<file path="src/rtl/i2c_pkg.sv">
// i2c_pkg: shared state type, framing constants and per-quarter line levels
package i2c_pkg;
    typedef enum logic [2:0] {IDLE, START, DATA, ACK, STOP, FREE} i2c_state_t;
    localparam int BYTES_PER_WRITE = 3;
    localparam int QUARTERS_PER_BIT = 4;
    // {sda, scl} for a given state, quarter and current data bit
    function automatic logic [1:0] bus_levels(i2c_state_t st, logic [1:0] q, logic b);
        return st == START ? {q == 2'd0, q != 2'd3} :
               st == DATA  ? {b, q[0] ^ q[1]} :
               st == ACK   ? {1'b1, q[0] ^ q[1]} :
               st == STOP  ? {q[1], q != 2'd0} : 2'b11;
    endfunction
endpackage

</file>
<file path="src/rtl/i2c_quarter_tick.sv">
// i2c_quarter_tick: one-clk tick every QUARTER_CYCLES clks, held at zero while disabled
module i2c_quarter_tick #(
    parameter int QUARTER_CYCLES = 1
) (
    input  logic clk,
    input  logic reset,
    input  logic en,
    output logic tick
);
    localparam int CW = QUARTER_CYCLES > 1 ? $clog2(QUARTER_CYCLES) : 1;
    logic [CW-1:0] cnt;
    assign tick = en && cnt == CW'(QUARTER_CYCLES - 1);
    always_ff @(posedge clk or posedge reset)
        if (reset) cnt <= '0;
        else cnt <= (en && !tick) ? cnt + 1'b1 : '0;
endmodule

</file>
<file path="src/rtl/i2c_reg_writer.sv">
// i2c_reg_writer: single register write (START, addr, reg, data, STOP) over open-drain SDA
module i2c_reg_writer
    import i2c_pkg::*;
#(
    parameter int QUARTER_CYCLES = 1
) (
    input  logic       clk,
    input  logic       reset,
    input  logic       req_valid,
    output logic       req_ready,
    input  logic [6:0] dev_addr,
    input  logic [7:0] reg_addr,
    input  logic [7:0] wdata,
    output logic       busy,
    output logic       done,
    output logic       nack,
    output logic [1:0] nack_byte,
    input  logic       sda_in,
    output logic       sda_out,
    output logic       scl
);
    localparam int SW = BYTES_PER_WRITE * 8;
    i2c_state_t state, state_n;
    logic [1:0] q, q_n, byte_cnt, byte_n, nack_idx, nack_idx_n;
    logic [2:0] bit_cnt, bit_n;
    logic [SW-1:0] shreg, sh_n;
    logic nack_flag, nack_flag_n, ack_smp, ack_n, done_n, sda_n, scl_n, tick, last_q, hs;

    i2c_quarter_tick #(.QUARTER_CYCLES(QUARTER_CYCLES)) u_tick (
        .clk  (clk),
        .reset(reset),
        .en   (state != IDLE),
        .tick (tick)
    );

    assign req_ready = state == IDLE && !reset;
    assign hs = req_valid && req_ready;
    assign last_q = tick && q == 2'(QUARTERS_PER_BIT - 1);
    assign busy = state != IDLE || done;
    assign nack = done && nack_flag;
    assign nack_byte = nack ? nack_idx : 2'd0;

    always_comb begin
        state_n = state;
        q_n = tick ? q + 2'd1 : q;
        bit_n = bit_cnt;
        byte_n = byte_cnt;
        sh_n = shreg;
        nack_flag_n = nack_flag;
        nack_idx_n = nack_idx;
        ack_n = ack_smp;
        done_n = 1'b0;
        case (state)
            IDLE: if (hs) begin
                state_n = START;
                q_n = '0;
                sh_n = {dev_addr, 1'b0, reg_addr, wdata};
                bit_n = '0;
                byte_n = '0;
                nack_flag_n = 1'b0;
                nack_idx_n = '0;
            end
            START: if (last_q) state_n = DATA;
            DATA: if (last_q) begin
                sh_n = shreg << 1;
                bit_n = bit_cnt + 3'd1;
                if (bit_cnt == 3'd7) state_n = ACK;
            end
            ACK: begin
                // target's answer is taken on the last clk of the second SCL-high quarter
                if (tick && q == 2'd2) ack_n = sda_in;
                if (last_q) begin
                    if (ack_smp) begin
                        nack_flag_n = 1'b1;
                        nack_idx_n = byte_cnt;
                        state_n = STOP;
                    end else if (byte_cnt == 2'(BYTES_PER_WRITE - 1)) state_n = STOP;
                    else begin
                        byte_n = byte_cnt + 2'd1;
                        state_n = DATA;
                    end
                end
            end
            STOP: if (last_q) state_n = FREE;
            FREE: if (last_q) begin
                state_n = IDLE;
                done_n = 1'b1;
            end
            default: state_n = IDLE;
        endcase
    end

    assign {sda_n, scl_n} = bus_levels(state_n, q_n, sh_n[SW-1]);

    always_ff @(posedge clk or posedge reset)
        if (reset) begin
            state <= IDLE;
            q <= '0;
            bit_cnt <= '0;
            byte_cnt <= '0;
            shreg <= '0;
            nack_flag <= 1'b0;
            nack_idx <= '0;
            ack_smp <= 1'b0;
            done <= 1'b0;
            sda_out <= 1'b1;
            scl <= 1'b1;
        end else begin
            state <= state_n;
            q <= q_n;
            bit_cnt <= bit_n;
            byte_cnt <= byte_n;
            shreg <= sh_n;
            nack_flag <= nack_flag_n;
            nack_idx <= nack_idx_n;
            ack_smp <= ack_n;
            done <= done_n;
            sda_out <= sda_n;
            scl <= scl_n;
        end
endmodule

</file>
<file path="config.mk">
export PLATFORM = sky130hd
export DESIGN_NAME = i2c_reg_writer
export DESIGN_NICKNAME = d
export VERILOG_FILES = /design/src/rtl/i2c_pkg.sv /design/src/rtl/i2c_quarter_tick.sv /design/src/rtl/i2c_reg_writer.sv
export SDC_FILE = /design/constraint.sdc
export NUM_CORES = 1
export LEC_CHECK = 0
export BUFFER_PORTS_ARGS = -buffer_cell sky130_fd_sc_hd__buf_2
export CAP_MARGIN = 30
export CORE_MARGIN = 5
export CORE_UTILIZATION = 30
export CTS_CLUSTER_DIAMETER = 120
export DETAILED_ROUTE_END_ITERATION = 8
export PLACE_DENSITY = 0.57
export SLEW_MARGIN = 20
export SYNTH_ARGS = -nofsm -noshare
export SYNTH_HDL_FRONTEND = slang
export SYNTH_SLANG_ARGS = --single-unit
</file>
<file path="constraint.sdc">
create_clock -name clk -period 4.82 [get_ports clk]
set_input_delay 0.723 -clock clk [delete_from_list [all_inputs] [get_ports clk]]
set_output_delay 0.723 -clock clk [all_outputs]
set_load 0.1 [all_outputs]
</file>
# Word level (Yosys, flattened, before mapping)

Index checks and enable logic that the tools add are counted.

Register bits after elaboration: 42
Memories kept: 0
Latch bits: 0
Input port bits: 27
RAM bits: 0
Output and inout bits: 8
Logic and storage cells: 98
Memory bits (read-only): 0

Bitwise logic cells: 2
Shift-type cells: 0
Add/sub/neg operators: 4
Divide/modulo/power cells: 0
Multipliers: 0
Mux-type cells: 39
Reduce and logical (&&, ||, !) cells: 20
Eq/ne operators: 20
Magnitude comparators: 0

Operator list:

| cell                | count |
|---|---|
| $mux 24             | 2 |
| $pmux 24 s2         | 1 |
| $mux 3              | 11 |
| $mux 2              | 14 |
| $pmux 3 s6          | 1 |
| $ne 2x2->1 const B  | 7 |
| $eq 3x2->1 const B  | 4 |
| $eq 3x3->1 const B  | 4 |
| $pmux 2 s2          | 2 |
| $logic_and 1x1->1   | 7 |
| $eq 2x2->1 const B  | 3 |
| $eq 3x1->1 const B  | 2 |
| $mux 1              | 6 |
| $pmux 3 s2          | 1 |
| $reduce_bool 2->1   | 3 |
| $reduce_and 5->1    | 1 |
| $add 2x1->2 const B | 2 |
| $reduce_and 4->1    | 1 |
| $add 3x1->3 const B | 1 |
| $logic_not 3->1     | 1 |
| $reduce_and 3->1    | 1 |
| $reduce_bool 3->1   | 1 |
| $logic_not 1->1     | 2 |
| $logic_not 2->1     | 1 |
| other kinds (6)     | 6 |

# Longest topological paths before layout

Gate-level depths: netlist of the first run.

Depth after elaboration: 10
Depth in mapped cells: 10
Gate-level depth less buffers: 9

# Modules after synthesis

From an unflattened synthesis of the first run, not the netlist that was laid out.

Cell total of the unflattened synthesis: 202
Area total of the unflattened synthesis: 1986.9 um2

By module, submodules not included:

| module           | cells an instance | seq. area each (um2) | instances | area an instance (um2) |
|---|---|---|---|---|
| i2c_reg_writer   | 198               | 1028.5               | 1         | 1940.6 |
| i2c_quarter_tick | 4                 | 25.0                 | 1         | 46.3 |

# Worst setup path before layout of the first run

Ideal clock, no wire load.

Path kind: input -> output
Start: input port reset
End: output port req_ready
Data required time: 4.097 ns
Slack: 0.556 ns
Arrival time: 3.541 ns
Stages on the path: 1
Path buffers: 0
Cell sequence: nor4_1

Cells in the longest elaborated chain, start to end: 2

Ends and longest elaborated chain:

| what                             | RTL line             | text |
|---|---|---|
| from (decl)                      | i2c_reg_writer.sv:8  | `input logic reset,` |
| $logic_not 1->1 (no source line) | -                    |  |
| $logic_and 1x1->1                | i2c_reg_writer.sv:36 | `assign req_ready = state == IDLE && !reset;` |
| to (decl)                        | i2c_reg_writer.sv:10 | `output logic req_ready,` |

Every way passes these cells.

# Final worst setup path of the first run

Start: register state[0]
End: output port busy

Cells in the longest elaborated chain, start to end: 2

Ends and longest elaborated chain:

| what                   | RTL line              | text |
|---|---|---|
| from (decl)            | i2c_reg_writer.sv:23  | `i2c_state_t state, state_n;` |
| from (signal assigned) | i2c_reg_writer.sv:109 | `state <= state_n;` |
| $reduce_bool 3->1      | i2c_reg_writer.sv:39  | `assign busy = state != IDLE \|\| done;` |
| $logic_or 1x1->1       | i2c_reg_writer.sv:39  |  |
| to (decl)              | i2c_reg_writer.sv:14  | `output logic busy,` |

Every way passes these cells.

==> flow_summary.yaml, run 1 <==
critical_path:
  crit_type: "reg2out"
  reg2reg_from: "state[0]"
  r2r-end: "scl"
  critPathMaxFanout: 12
  ff2ff_setup_slack_ps: 2630
  endpoint_kind: "primary output"
  worst_ep_required_time_ps: 4100
  cp-start-kind: "flop"
  ff2ff_path_depth: 8
  arrival_ps: 1770
layout:
  nets: 264
  final_area_sq_um: 2360
  antenna_cells: 0
  drive_gt1_share_pct: 24.7
  area_growth_syn_to_layout_pct: 18.8
power:
  sequentialPowerShare_pct: 41.9
  p_sw_share_pct: 38.1
  p_int_uw: 894
  p_total_uw: 1440
  combPwrFrac_pct: 34.4
  peakVddDrop_uv: 204
  powerDensity_nw_per_um2: 611
  power_frac_clock_pct: 23.7
  p_leak_uw: 0.00119
  power.switching_uw: 550
drt:
  drt_iter0_drc: 131
  drc: 0
  wirelength_mm: 4.33
  firstDrtPassIters: 4
  wl_per_cell_microns: 14.1
  ant_nets: 0
  viasPerCell: 4.91
  vias: 1512
timing:
  tightestPinTransition_ps: 522
  rsz0062_at_grt: "no"
  hold_ws_ps: 324
  drv_slew: 0
  fin_skew_ps: 8.35
  hold_viol_final: 0
  max-slew-margin-rel_pct: 65.1
  final.min_clock_period_ps: 2490
  period_share_pct: 51.7
  timing.fmax_mhz: 401
  tns_ps: 0
  setup_viol: 0
  layout_setup_ws_ps: 2330
cts:
  cts.htree.levels: 2
  tritoncts: "built"
  cts_sinks: 42
  clk_pin_slew_ps: 80
  cts_hold_buf: 0
  cts-root-buf: "clkbuf_8"
  clockBufferDepth: 2
  numCtsBuffers: 5
  cts_setup_buffers: 0
  cts_resized: 0
  clk_latency_ps: 290
floorplan:
  die-area_sq_um: 8360
  start_util_pct: 31.2
  num_rows: 29
  core_area_sq_um: 6390
  boundaryPins: 35
  die_width_microns: 91.5
  die_h_microns: 91.5
logic_synthesis:
  synth_top_area_cell: "dfrtp_1"
  ys.flop_type: "dfrtp_1"
  synth_simple_gate_area_share_pct: 19.2
  synth_area_sq_um: 1990
  synth_top_area_share_pct: 50.3
  syn_inst: 197
  ys_types: 42
  synth_xor_area_share_pct: 0.440
  synth-seq-cells: 42
  synth_compound_area_share_pct: 16.5
  synth_top_family_by_area: "simple AND/OR/NAND/NOR gates"
  async_flop_share_pct: 100
  synth_edf_count: 0
  synth_warnings: 0
  synth_area_leaders: "dfrtp_1 50%, nand2_1 9.1%, a22oi_1 7.9%"
  avgSynthCellArea_sq_um: 10.1
  synthAdderAreaFrac_pct: 4.40
  muxShareOfSynthArea_pct: 1.13
  syn_nets: 231
  ys_seq_area_share_pct: 52.9
global_routing:
  track_usage_pct: 10.2
  grt_max_degree: 39
  grt_antenna_before_repair: 0
  grt_pass1_vias: 1538
  grt_overflow: 0
  grt_pass1_wl_mm: 7.01
placed_design:
  post-place-ws_ps: 2440
  place.gp.congestion: 0.709
  io_buffers: 34
  placed_cell_area_sq_um: 2220
  hpwl_mm: 2.94
run_status:
  outcome: "finished clean"
min_path:
  worst_hold_path_type: "in2async"
run:
  max-cap-violations: 0
-- sequential cells by signal (all words and copies together), names as in the netlist --
register and cells:
scl 1, bit_cnt 3, state 3, q 2, nack_idx 2, done 1, byte_cnt 2, shreg 24
ack_smp 1, u_tick.cnt 1, sda_out 1, nack_flag 1
-- cells in the final DEF, fill, tap and decap left out, drive strengths merged, types with 2 or more instances in the layout --
cell type	synthesis	layout
a21oi	5	5
a22o	4	4
a22oi	21	21
and3	4	4
buf	11	37
bufinv	0	2
clkbuf	0	6
dfrtp	40	40
dfstp	2	2
ha	7	7
inv	9	8
mux2	2	2
nand2	48	48
nand2b	2	2
nand3	3	3
nor2	5	5
nor2b	4	4
nor3	4	4
o21ai	5	5
o22ai	2	2
-- power groups by stage --
stage	Sequential [uW]	Clock, uW	Combinational, uW
after floorplan	620	0	381
after global placement	608	0	488
after detailed placement	612	0	495
after CTS	605	350	501
after global routing	625	362	554
final	606	342	496
-- layer usage --
| layer | vias to the layer above | GRT usage [%] | part of all wire [%] |
|---|---|---|---|
| li1 | 749 | - | - |
| met1 | 727 | 12.7 | 46 |
| met2 | 29 | 16.5 | 48 |
| met3 | 7 | 2.64 | 4.9 |
| met4 | 0 | 4.77 | 1.7 |
| met5 | - | 0 | 0 |
-- logic make-up after synthesis --
group,after synthesis
AND/OR/NAND/NOR,79
AO/OA/AOI/OAI,45
flip-flops,42
buffers and inverters,20
adder cells (fa/ha/maj),7
multiplexers,2
other,1
XOR/XNOR,1
-- critical path, stage by stage (launching register included) --
cell     delay (ps)
dfrtp_1         540
nor3_4          390
or2b_1          250
buf_2           290
-- cell type report --
cell class | instances | area [sq um]
clock buffer | 6 | 82.6
clock inverter | 2 | 60.1
fill | 651 | 4020
inverter | 9 | 33.8
multi-input combinational | 135 | 846
sequential | 42 | 1050
tap | 77 | 96.3
timing repair buffer | 37 | 193
-- metrics by stage --
stage	std cells	util, %
after CTS	308	37.0
after global placement	300	34.8
after floorplan	197	-
after detailed placement	300	34.8
after global routing	308	37.0
final	308	37.0
-- worst max-delay path by stage --
stage                   from   endpoint  slack [ps]  depth (start not counted)
global route        state[0]       busy        2230                          3
detailed placement     reset        scl        2440                          7
global placement       reset        scl        2470                          7
floorplan              reset  req_ready         560                          1
finish              state[0]       busy        2330                          3
CTS                 state[0]       busy        2300                          3
-- synthesized netlist by cell type, types with 2 or more instances --
cell type / n
ha_1: 7
o21ai_0: 5
buf_6: 2
nand2_1: 48
a22o_1: 4
a21oi_1: 5
dfrtp_1: 40
a22oi_1: 21
dfstp_2: 2
nor2b_1: 4
nand2b_1: 2
nand3_1: 3
buf_2: 8
inv_1: 9
nor2_1: 5
mux2_2: 2
and3_1: 3
nor3_1: 3
(Power assumes the default switching activity.)
==> run 2: changes to the inputs <==
Settings changed: ABC_AREA set to 1.
Clock period 4.82 ns to 2.37 ns, I/O delays scaled along.
==> flow_summary.yaml, run 2 <==
run_status:
  outcome: "finished clean"
logic_synthesis:
  async_flop_share_pct: 100
  ys.flop_type: "dfrtp_1"
  synth_warnings: 0
  synth_top_area_share_pct: 47.7
  synth_area_leaders: "dfrtp_1 48%, nand2_1 11%, inv_1 5.9%"
  ys_seq_area_share_pct: 50.2
  ys_types: 33
  yosysMostFrequentCell: "nand2_1"
  avgSynthCellArea_sq_um: 8.71
  syn_inst: 241
  synth-seq-cells: 42
  synth_top_area_cell: "dfrtp_1"
  syn_nets: 275
  synth_common_cells: "60 x nand2_1, 40 x dfrtp_1, 33 x inv_1, 14 x nor2_1, 12 x nand3_1"
  synth_area_sq_um: 2100
  synth_edf_count: 0
global_routing:
  grt_pass1_wl_mm: 8.30
  grt_max_degree: 29
  track_usage_pct: 11.8
  grt_antenna_before_repair: 0
  grt_overflow: 0
  grt_pass1_vias: 1823
layout:
  drive_gt1_share_pct: 24.7
  final_common_cell: "nand2_1"
  area_growth_syn_to_layout_pct: 20.0
  mostFrequentLayoutCells: "60 x nand2_1, 40 x dfrtp_1, 34 x buf_2, 32 x inv_1, 14 x nor2_1"
  fillCellCount: 729
  nets: 316
  fin_cells: 379
  top_register: "shreg"
  reg_top3: "shreg (24), bit_cnt (3), state (3)"
  largest_reg_flops: 24
  antenna_cells: 0
critical_path:
  ff2ff_setup_slack_ps: 410
  cp-start-kind: "flop"
  endpoint_kind: "primary output"
  crit_type: "reg2out"
  arrival_ps: 1680
  worst_ep_required_time_ps: 2010
  critPathMaxFanout: 8
run:
  max-cap-violations: 0
timing:
  final.min_clock_period_ps: 2040
  max-slew-margin-rel_pct: 65.9
  fin_skew_ps: 9.60
  hold_viol_final: 0
  drv_slew: 0
  timing.fmax_mhz: 490
  setup_viol: 0
  rsz0062_at_grt: "no"
  tightestPinTransition_ps: 508
  layout_setup_ws_ps: 331
  period_share_pct: 86.0
  hold_ws_ps: 139
  tns_ps: 0
cts:
  clk_pin_slew_ps: 90
  cts_hold_buf: 0
  clockBufferDepth: 2
  clk_latency_ps: 290
  numCtsBuffers: 5
  cts.htree.levels: 2
  cts_resized: 0
  tritoncts: "built"
  cts_sinks: 42
  cts-root-buf: "clkbuf_8"
  cts_setup_buffers: 0
power:
  peakVddDrop_uv: 424
  powerDensity_nw_per_um2: 1160
  p_total_uw: 2910
  p_leak_uw: 0.00128
drt:
  ant_nets: 0
  drt_iter0_drc: 80
  vias: 1697
  wirelength_mm: 4.55
  viasPerCell: 4.48
  drc: 0
  firstDrtPassIters: 4
  wl_per_cell_microns: 12.0
placed_design:
  io_buffers: 34
  post-place-ws_ps: 408
  hpwl_mm: 3.36
  placed_cells: 371
  place.gp.congestion: 0.827
min_path:
  worst_hold_path_type: "in2async"
floorplan:
  core_area_sq_um: 6790
  start_util_pct: 30.9
  die-area_sq_um: 8770
  die_h_microns: 93.7
  die_width_microns: 93.7
  boundaryPins: 35
  num_rows: 30
==> run 2: worst max-delay path: stages (launching register included) <==
cell,delay (ps)
dfrtp_1,460
nor2_4,230
nand2_4,120
or2_2,290
buf_2,290
==> run 2: cell type report <==
type	count	area, sq um	area share (%)
Tap cell	96	120	4.77
Clock inverter	2	37.5	1.49
Sequential cell	42	1050	41.8
Multi-Input combinational cell	153	867	34.4
Inverter	40	154	6.11
Clock buffer	6	72.6	2.88
Timing Repair Buffer	40	215	8.54
==> run 2: metrics by stage <==
stage,utilization [%],instance area [sq um]
5_1_grt,37.1,2520
6_report,37.1,2520
3_3_place_gp,35.5,2410
4_1_cts,37.1,2520
3_5_place_dp,35.5,2410
2_1_floorplan,-,2100
==> run 2: final timing paths <==
| kind | startpoint | to | depth (start not counted) |
|---|---|---|---|
| hold / removal | reset | shreg[4] | 3 |
| max in group asynchronous | reset | shreg[9] | 3 |
| setup / recovery | state[0] | busy | 4 |
| min in group clk | dev_addr[1] | shreg[18] | 3 |
| hold reg to reg | bit_cnt[1] | bit_cnt[1] | 2 |
| setup reg to reg | state[0] | scl | 11 |
==> run 2: power by group <==
group          switching [uW]  leakage [uW]  total [uW]  internal, uW
clock                     257     0.0000514         572           315
combinational             837      0.000696        1220           380
sequential                134      0.000531        1120           989
==> run 2: cells by family (layout without fill, tap and decap cells) <==
family | Yosys count | count (layout) | share of synthesized area, %
AOI/OAI and AO/OA | 41 | 41 | 13.3
adders and majority gates | 7 | 7 | 4.17
buffers and inverters | 46 | 88 | 8.52
DFF | 42 | 42 | 50.2
other | 1 | 1 | 0.179
and+or+nand+nor | 104 | 104 | 23.6
==> run 2: metal layers <==
metal	share of wire [%]	track usage [%]	wire [microns]
met1	47	15.2	2130
met2	47	19.1	2120
met3	5.6	3.77	256
met4	0.88	2.89	40
met5	0	0	0
